**src/rtl/apb_slave_pkg.sv**
```systemverilog
// Shared types and constants for the APB register-file slave.
package apb_slave_pkg;

   typedef enum logic {
      ST_IDLE   = 1'b0,
      ST_ACCESS = 1'b1
   } apb_state_e;

   localparam logic [31:0] ID_VALUE = 32'hA9B0_0001;

   localparam int DEF_DATA_WIDTH  = 32;
   localparam int DEF_ADDR_WIDTH  = 32;
   localparam int DEF_DEPTH       = 16;
   localparam int DEF_WAIT_STATES = 2;

   // Wait counter covers WAIT_STATES up to 15.
   localparam int CNT_W = 4;

endpackage

```
**src/rtl/apb_slave_regbank.sv**
```systemverilog
// Register storage: one synchronous write port, one asynchronous read port.
module apb_slave_regbank
   import apb_slave_pkg::*;
#(
   parameter int DATA_WIDTH = DEF_DATA_WIDTH,
   parameter int DEPTH      = DEF_DEPTH,
   parameter int IDX_W      = $clog2(DEF_DEPTH)
) (
   input  logic                  i_clk_apb,
   input  logic                  i_rst_apb,
   input  logic                  i_we,
   input  logic [IDX_W-1:0]      i_waddr,
   input  logic [DATA_WIDTH-1:0] i_wdata,
   input  logic [IDX_W-1:0]      i_raddr,
   output logic [DATA_WIDTH-1:0] o_rdata
);

   logic [DATA_WIDTH-1:0] reg_vec [DEPTH];

   generate
      for (genvar gi = 0; gi < DEPTH; gi++) begin : g_reg
         logic [DATA_WIDTH-1:0] reg_q;

         always_ff @(posedge i_clk_apb) begin
            if (i_rst_apb) begin
               reg_q <= '0;
            end else if (i_we && (i_waddr == IDX_W'(gi))) begin
               reg_q <= i_wdata;
            end
         end

         assign reg_vec[gi] = reg_q;
      end
   endgenerate

   assign o_rdata = reg_vec[i_raddr];

endmodule

```
**src/rtl/apb_slave_mem.sv**
```systemverilog
// APB slave exposing DEPTH 32-bit registers with a fixed number of wait states;
// register 0 is a read-only ID word.
module apb_slave_mem
   import apb_slave_pkg::*;
#(
   parameter int DATA_WIDTH  = DEF_DATA_WIDTH,
   parameter int ADDR_WIDTH  = DEF_ADDR_WIDTH,
   parameter int DEPTH       = DEF_DEPTH,
   parameter int WAIT_STATES = DEF_WAIT_STATES
) (
   input  logic                  i_clk_apb,
   input  logic                  i_rst_apb,
   input  logic                  i_psel,
   input  logic                  i_penable,
   input  logic                  i_pwrite,
   input  logic [ADDR_WIDTH-1:0] i_paddr,
   input  logic [DATA_WIDTH-1:0] i_pwdata,
   output logic [DATA_WIDTH-1:0] o_prdata,
   output logic                  o_pready,
   output logic                  o_pslverr
);

   localparam int IDX_W = $clog2(DEPTH);

   apb_state_e            state_q, state_d;
   logic [CNT_W-1:0]      cnt_q, cnt_d;
   logic [IDX_W-1:0]      idx_q, idx_d;
   logic                  write_q, write_d;
   logic [DATA_WIDTH-1:0] wdata_q, wdata_d;
   logic                  err_q, err_d;

   logic                  setup;
   logic                  addr_err;
   logic                  ready;
   logic                  wr_en;
   logic [DATA_WIDTH-1:0] bank_rdata;
   logic [DATA_WIDTH-1:0] rd_word;

   assign setup = i_psel && !i_penable;

   // Misaligned, beyond the register window, or a write to the ID register.
   assign addr_err = (i_paddr[1:0] != 2'b00)
                  || (|i_paddr[ADDR_WIDTH-1:IDX_W+2])
                  || (i_pwrite && (i_paddr[IDX_W+1:2] == '0));

   assign ready = (state_q == ST_ACCESS) && (cnt_q == CNT_W'(WAIT_STATES));

   always_comb begin
      state_d = state_q;
      cnt_d   = cnt_q;
      idx_d   = idx_q;
      write_d = write_q;
      wdata_d = wdata_q;
      err_d   = err_q;
      wr_en   = 1'b0;
      case (state_q)
         ST_IDLE: begin
            if (setup) begin
               state_d = ST_ACCESS;
               cnt_d   = '0;
               idx_d   = i_paddr[IDX_W+1:2];
               write_d = i_pwrite;
               wdata_d = i_pwdata;
               err_d   = addr_err;
            end
         end
         ST_ACCESS: begin
            if (!i_psel) begin
               state_d = ST_IDLE;
               cnt_d   = '0;
            end else if (i_penable) begin
               if (ready) begin
                  state_d = ST_IDLE;
                  cnt_d   = '0;
                  wr_en   = write_q && !err_q;
               end else begin
                  cnt_d = cnt_q + 1'b1;
               end
            end
         end
         default: begin
            state_d = ST_IDLE;
            cnt_d   = '0;
         end
      endcase
   end

   always_ff @(posedge i_clk_apb) begin
      if (i_rst_apb) begin
         state_q <= ST_IDLE;
         cnt_q   <= '0;
         idx_q   <= '0;
         write_q <= 1'b0;
         wdata_q <= '0;
         err_q   <= 1'b0;
      end else begin
         state_q <= state_d;
         cnt_q   <= cnt_d;
         idx_q   <= idx_d;
         write_q <= write_d;
         wdata_q <= wdata_d;
         err_q   <= err_d;
      end
   end

   apb_slave_regbank #(
      .DATA_WIDTH (DATA_WIDTH),
      .DEPTH      (DEPTH),
      .IDX_W      (IDX_W)
   ) u_regbank (
      .i_clk_apb (i_clk_apb),
      .i_rst_apb (i_rst_apb),
      .i_we      (wr_en),
      .i_waddr   (idx_q),
      .i_wdata   (wdata_q),
      .i_raddr   (idx_q),
      .o_rdata   (bank_rdata)
   );

   assign rd_word   = (idx_q == '0) ? DATA_WIDTH'(ID_VALUE) : bank_rdata;

   // All three outputs are decoded from registered state only.
   assign o_pready  = ready;
   assign o_pslverr = ready && err_q;
   assign o_prdata  = (ready && !write_q && !err_q) ? rd_word : '0;

endmodule

```
**config.mk**
```make
export PLATFORM = sky130hd
export DESIGN_NAME = apb_slave_mem
export DESIGN_NICKNAME = d
export VERILOG_FILES = /design/src/rtl/apb_slave_pkg.sv /design/src/rtl/apb_slave_regbank.sv /design/src/rtl/apb_slave_mem.sv
export SDC_FILE = /design/constraint.sdc
export NUM_CORES = 1
export LEC_CHECK = 0
export ABC_AREA = 1
export CORE_MARGIN = 2
export CORE_UTILIZATION = 29
export DETAILED_ROUTE_END_ITERATION = 10
export SLEW_MARGIN = 20
export SYNTH_ARGS = -nofsm -noshare
export SYNTH_HDL_FRONTEND = slang
export SYNTH_SLANG_ARGS = --single-unit
```
**constraint.sdc**
```tcl
create_clock -name i_clk_apb -period 2.1 [get_ports i_clk_apb]
set_input_delay 0.63 -clock i_clk_apb [delete_from_list [all_inputs] [get_ports i_clk_apb]]
set_output_delay 0.63 -clock i_clk_apb [all_outputs]
set_load 0.02 [all_outputs]
```
---- Word level (Yosys, flattened, before mapping) ----
Index checks and enable logic that the tools add are counted.
word-level totals
  flip-flop bits (word level) ............. 555
  input bits .............................. 69
  word-level logic and storage cells ...... 97
cells by class
  add/subtract/negate cells ............... 1
  $lt $le $gt $ge ......................... 1
  equal/unequal tests ..................... 18
  muxes and demuxes ....................... 19
  bitwise logic cells ..................... 2
  reduce and logical (&&, ||, !) cells .... 34
operators with widths
  kind                                                      number
  binary-select mux 32 bit (select 4 bit)                   1
  2-to-1 mux 32 bit                                         4
  equality test 4 bit, second input constant                8
  OR reduction 26 bit                                       1
  logical AND 1 bit                                         23
  equality test 4 x 3 -> 1 bit, second input constant       4
  2-to-1 mux 4 bit                                          4
  equality test 4 x 2 -> 1 bit, second input constant       3
  logical NOT 4 bit                                         2
  2-to-1 mux 1 bit                                          8
  one-hot mux 4 bit (2 select lines)                        1
  greater-or-equal comparator 5 bit, second input constant  1
  NOT 4 -> 5 bit                                            1
  adder 4 x 1 -> 4 bit, second input constant               1
  equality test 4 x 1 -> 1 bit, second input constant       1
  AND reduction 2 bit                                       2
  logical NOT 1 bit                                         3
  != test 3 bit, second input constant                      1
  logical OR 1 bit                                          2
  != test 2 bit, second input constant                      1
  one-hot mux 1 bit (2 select lines)                        1
  nonzero test 2 bit                                        1
  NOT 1 bit                                                 1

---- Depth between registers and ports, before layout ----
  depth after elaboration ................. 7
  mapped depth ............................ 11
  depth with buffers taken out ............ 9

---- Modules after synthesis ----
Synthesis repeated with hierarchy kept, for this count alone.
unflattened totals
  cell total of the unflattened synthesis .. 4029
  area, all modules ....................... 26062.5 µm²
modules (own cells, without submodules)
  module             instances  cells an instance  area an instance (µm²)  seq. area each (µm²)
  apb_slave_regbank  1          3719               23939.2                 10249.8
  apb_slave_mem      1          310                2123.3                  860.8

---- Worst setup path after synthesis ----
No wires, ideal clock.
  path type ............................... register to output
  start point ............................. register idx_q[0]
  end point ............................... output port o_prdata[0]
  arrival ................................. 1.559 ns
  data required time ...................... 1.470 ns
  path slack .............................. -0.089 ns
  cell stages (with the launch flop) ...... 12
  path buffers ............................ 3
  cells stage by stage .................... dfxtp_1 -> buf_4 -> buf_2 -> clkbuf_1 -> nand2_1 -> nand2_1 -> nand2_1 -> nand2_1 -> nand2_1 -> nand3_1 -> nor2_1 -> nor2_1
between the ends
  cells in the longest elaborated chain, start to end .. 6
  elaborated cells on any way between the ends .. 7
RTL lines
  item                                                  line                     RTL
  from (decl)                                           apb_slave_mem.sv:27      logic [IDX_W-1:0] idx_q, idx_d;
  from (signal assigned)                                apb_slave_mem.sv:99      idx_q <= idx_d;
  NOT 4 -> 5 bit (implied by the code)                  apb_slave_regbank.sv:36  assign o_rdata = reg_vec[i_raddr];
  binary-select mux 32 bit (select 4 bit)               apb_slave_regbank.sv:36
  2-to-1 mux 32 bit (implied by the code) (2 in a row)  apb_slave_regbank.sv:36
  2-to-1 mux 32 bit *                                   apb_slave_mem.sv:120     assign rd_word = (idx_q == '0) ? DATA_WIDTH'(ID_VALUE) : bank_rdata;
  2-to-1 mux 32 bit *                                   apb_slave_mem.sv:125     assign o_prdata = (ready && !write_q && !err_q) ? rd_word : '0;
  to (decl)                                             apb_slave_mem.sv:18      output logic [DATA_WIDTH-1:0] o_prdata,
Every way passes the cells marked *; elsewhere a longest branch is shown, timed or not. The select of a mux whose other input is x is not followed.

---- Final worst setup path ----
  start point ............................. register idx_q[0]
  end point ............................... output port o_prdata[13]
Same word-level chain as after synthesis.

==> reports/qor.csv <==
stage,metric,value,unit
sta,fin_crit_sh,145,%
placement,dp_hpwl,65800,um
floorplanning,io_pins,103,
yosys,syn_area,30700,sq um
sta,fmax,0.329,GHz
sta,grt_setup_unrepaired,yes,
detailed_routing,drt-total-wl,125000,um
yosys,synth_ff_type,dfxtp_1,
sta,relSlewSlack,53.9,%
sta,worst_pin_slew,0.687,ns
yosys,yosys.area.top_type,dfxtp_1,
placement,port_buffers,102,
power_and_ir_drop,ir_drop,0.000678,V
clocking,cts_root_buf,clkbuf_16,
global_route,grt_max_degree,97,
min_path,min_from,wdata_q[13],
global_route,grt_pass1_vias,29541,
clocking,cts.sinks,547,
detailed_routing,drt_first_pass_iters,6,
critical_path,cp_max_fo,18,
finish,insertedDiodeCount,0,
global_route,grt_usage,20.0,%
clocking,cts-buffers-inserted,61,
yosys,ys_types,23,
finish,area_growth,39.4,%
critical_path,r2r-end,u_regbank.g_reg[15].reg_q[14],
detailed_routing,dr.first_iter.drc_count,3455,
yosys,synth_seq_cells,547,
critical_path,end_kind,output port,
yosys,synth.top_cells.by_area,"dfxtp_1, nand2_1, inv_1",
finish,final_nets,5716,
finish,drive_gt1_share,17.7,%
min_path,whs_path_depth,2,
detailed_routing,ant_nets,0,
placement,gp_congestion,0.816,
yosys,yosysMostFrequentCell,nand2_1,
floorplanning,die-area,109000,sq um
yosys,synth_fp_nets,5363,
yosys,avgSynthCellArea,5.80,sq um
critical_path,rr_worst_depth,14,
sta,setup_violations,132,
status,status,"complete, but fails checks",
critical_path,ff2ff_setup_slack,-0.10,ns
yosys,synthArstFlopShare,0,%
clocking,path_clk_slew,0.06,ns
power_and_ir_drop,power_density,587,nW/um^2
clocking,clkLatencyLatePin,0.66,ns
sta,skew,0.0173,ns
yosys,synthTopCellsByCount,"nand2_1, inv_1, nor2_1, dfxtp_1, nand4_1",
floorplanning,initial_core_util,29.2,%
sta,maxSlewViolCount,0,
sta,final_hold_viol_count,0,
finish,fillers,10804,
sta,setup_ws,-0.936,ns
clocking,clockBufferDepth,3,
yosys,synth_edf_count,0,
finish,register_area,11000,sq um
clocking,ctsHoldBuffers,0,
floorplanning,die_h,329,um
flow_run,drv_cap,0,
yosys,yosysWarningCount,0,
yosys,syn_inst,5291,
detailed_routing,drc_errors,0,
critical_path,crit_path_start_kind,flip-flop,
min_path,hold_class,flip-flop to flip-flop,
global_route,antenna_found_initial,1,
sta,setup_tns,-30.67,ns
status,violations,negative setup slack,
critical_path,worstPathArrival,2.41,ns
critical_path,r2r-start,cnt_q[0],
critical_path,required,1.47,ns
finish,finish.instance_area,42800,sq um
detailed_routing,vias,33747,
floorplanning,die_w,329,um
sta,period_minus_slack,3.04,ns
floorplanning,fp-row-count,119,
placement,dp_slack,-1.03,ns
finish,fin_util,40.7,%
clocking,tritoncts,done,
detailed_routing,viasPerCell,4.76,
power_and_ir_drop,leakage,0.0198,uW
clocking,htree_levels,2,
critical_path,worstSetupPathType,flip-flop to output port,
floorplanning,core_area,105000,sq um
finish,multi_input_area,15200,sq um
yosys,synth_top_area_share,35.7,%
global_route,grt_overflow,0,
min_path,min_to,wdata_q[13],
detailed_routing,wire_per_inst,17.6,um
placement,place_area,36300,sq um
yosys,ys_seq_area_share,35.7,%
global_route,grt_pass1_wl,173000,um
-- how the worst max path moves through the flow --
| stage | start | end | slack, ns |
|---|---|---|---|
| 6_report | idx_q[0] | o_prdata[13] | -0.94 |
| 5_1_grt | idx_q[1] | o_prdata[15] | -1.05 |
| 3_3_place_gp | idx_q[1] | o_prdata[10] | -0.99 |
| 3_5_place_dp | idx_q[1] | o_prdata[10] | -1.03 |
| 4_1_cts | idx_q[0] | o_prdata[14] | -0.96 |
| 2_1_floorplan | cnt_q[0] | o_prdata[10] | -0.07 |
-- timing repair --
| action | CTS | global route |
|---|---|---|
| pin swaps | 38 | 159 |
| cloned | 13 | 66 |
| buffers inserted | 70 | 51 |
| gates resized for setup | 373 | 303 |
| setup endpoints to repair | 394 | 410 |
-- cell usage in the layout, fill, tap and decap left out, drive strengths merged --
cell type      count
nand2           1780
inv             1026
nor2             645
buf              573
dfxtp            547
nand4            507
o21ai            204
clkbuf           146
a21oi             85
clkdlybuf4s50     68
clkinv            50
nand3             38
bufbuf             6
bufinv             5
nor3               5
ha                 3
clkinvlp           2
xor2               2
nand3b             2
nor4               1
a211oi             1
-- power breakdown --
group / internal (uW) / switching, uW
Clock: 6680 / 4730
Sequential: 10400 / 33.9
Combinational: 1250 / 2010
Total: 18400 / 6780
-- flip-flops by register name (all words and copies together), names as in the netlist --
signal             cells
wdata_q               32
write_q                1
err_q                  1
u_regbank.g.reg_q    504
idx_q                  4
cnt_q                  4
state_q                1
-- worst max-delay path, cell delays in order (launching register included) --
cell and delay, ns:
dfxtp_4 0.40, buf_12 0.17, buf_12 0.16, buf_4 0.15, o21ai_0 0.22, nand2_1 0.08, nand2_1 0.07, nand2_1 0.05
nand2_2 0.13, nor2_4 0.05, nor2_2 0.12, buf_6 0.13
-- cell families after synthesis --
logic type / share of synthesized area (%)
AND/OR/NAND/NOR: 40.8
flip-flops: 35.7
adder cells (fa/ha/maj): 0.122
buffers and inverters: 18.6
AO/OA/AOI/OAI: 4.73
XOR/XNOR: 0.0571
-- per-layer routing --
metal / global-route usage [%] / wire length (um)
met1: 26.6 / 52100
met2: 33.6 / 56700
met4: 5.91 / 5930
met3: 2.60 / 10100
met5: 0 / 11
-- cell type report --
type	count	share of cell area [%]
tap	1391	4.07
sequential	547	25.6
inverter	1059	9.38
clock buffer	91	4.33
multi-input combinational	3273	35.5
timing repair buffer	702	20.5
clock inverter	24	0.596
-- metrics by stage --
stage                     power, uW  cells  hold WS [ns]
after global routing          25800   7087         0.485
after CTS                     25000   6981         0.469
final                         25100   7087         0.467
after global placement        13200   6791         0.450
after detailed placement      13200   6791         0.457
after floorplan               11900   5291         0.476
(Power assumes the default switching activity.)
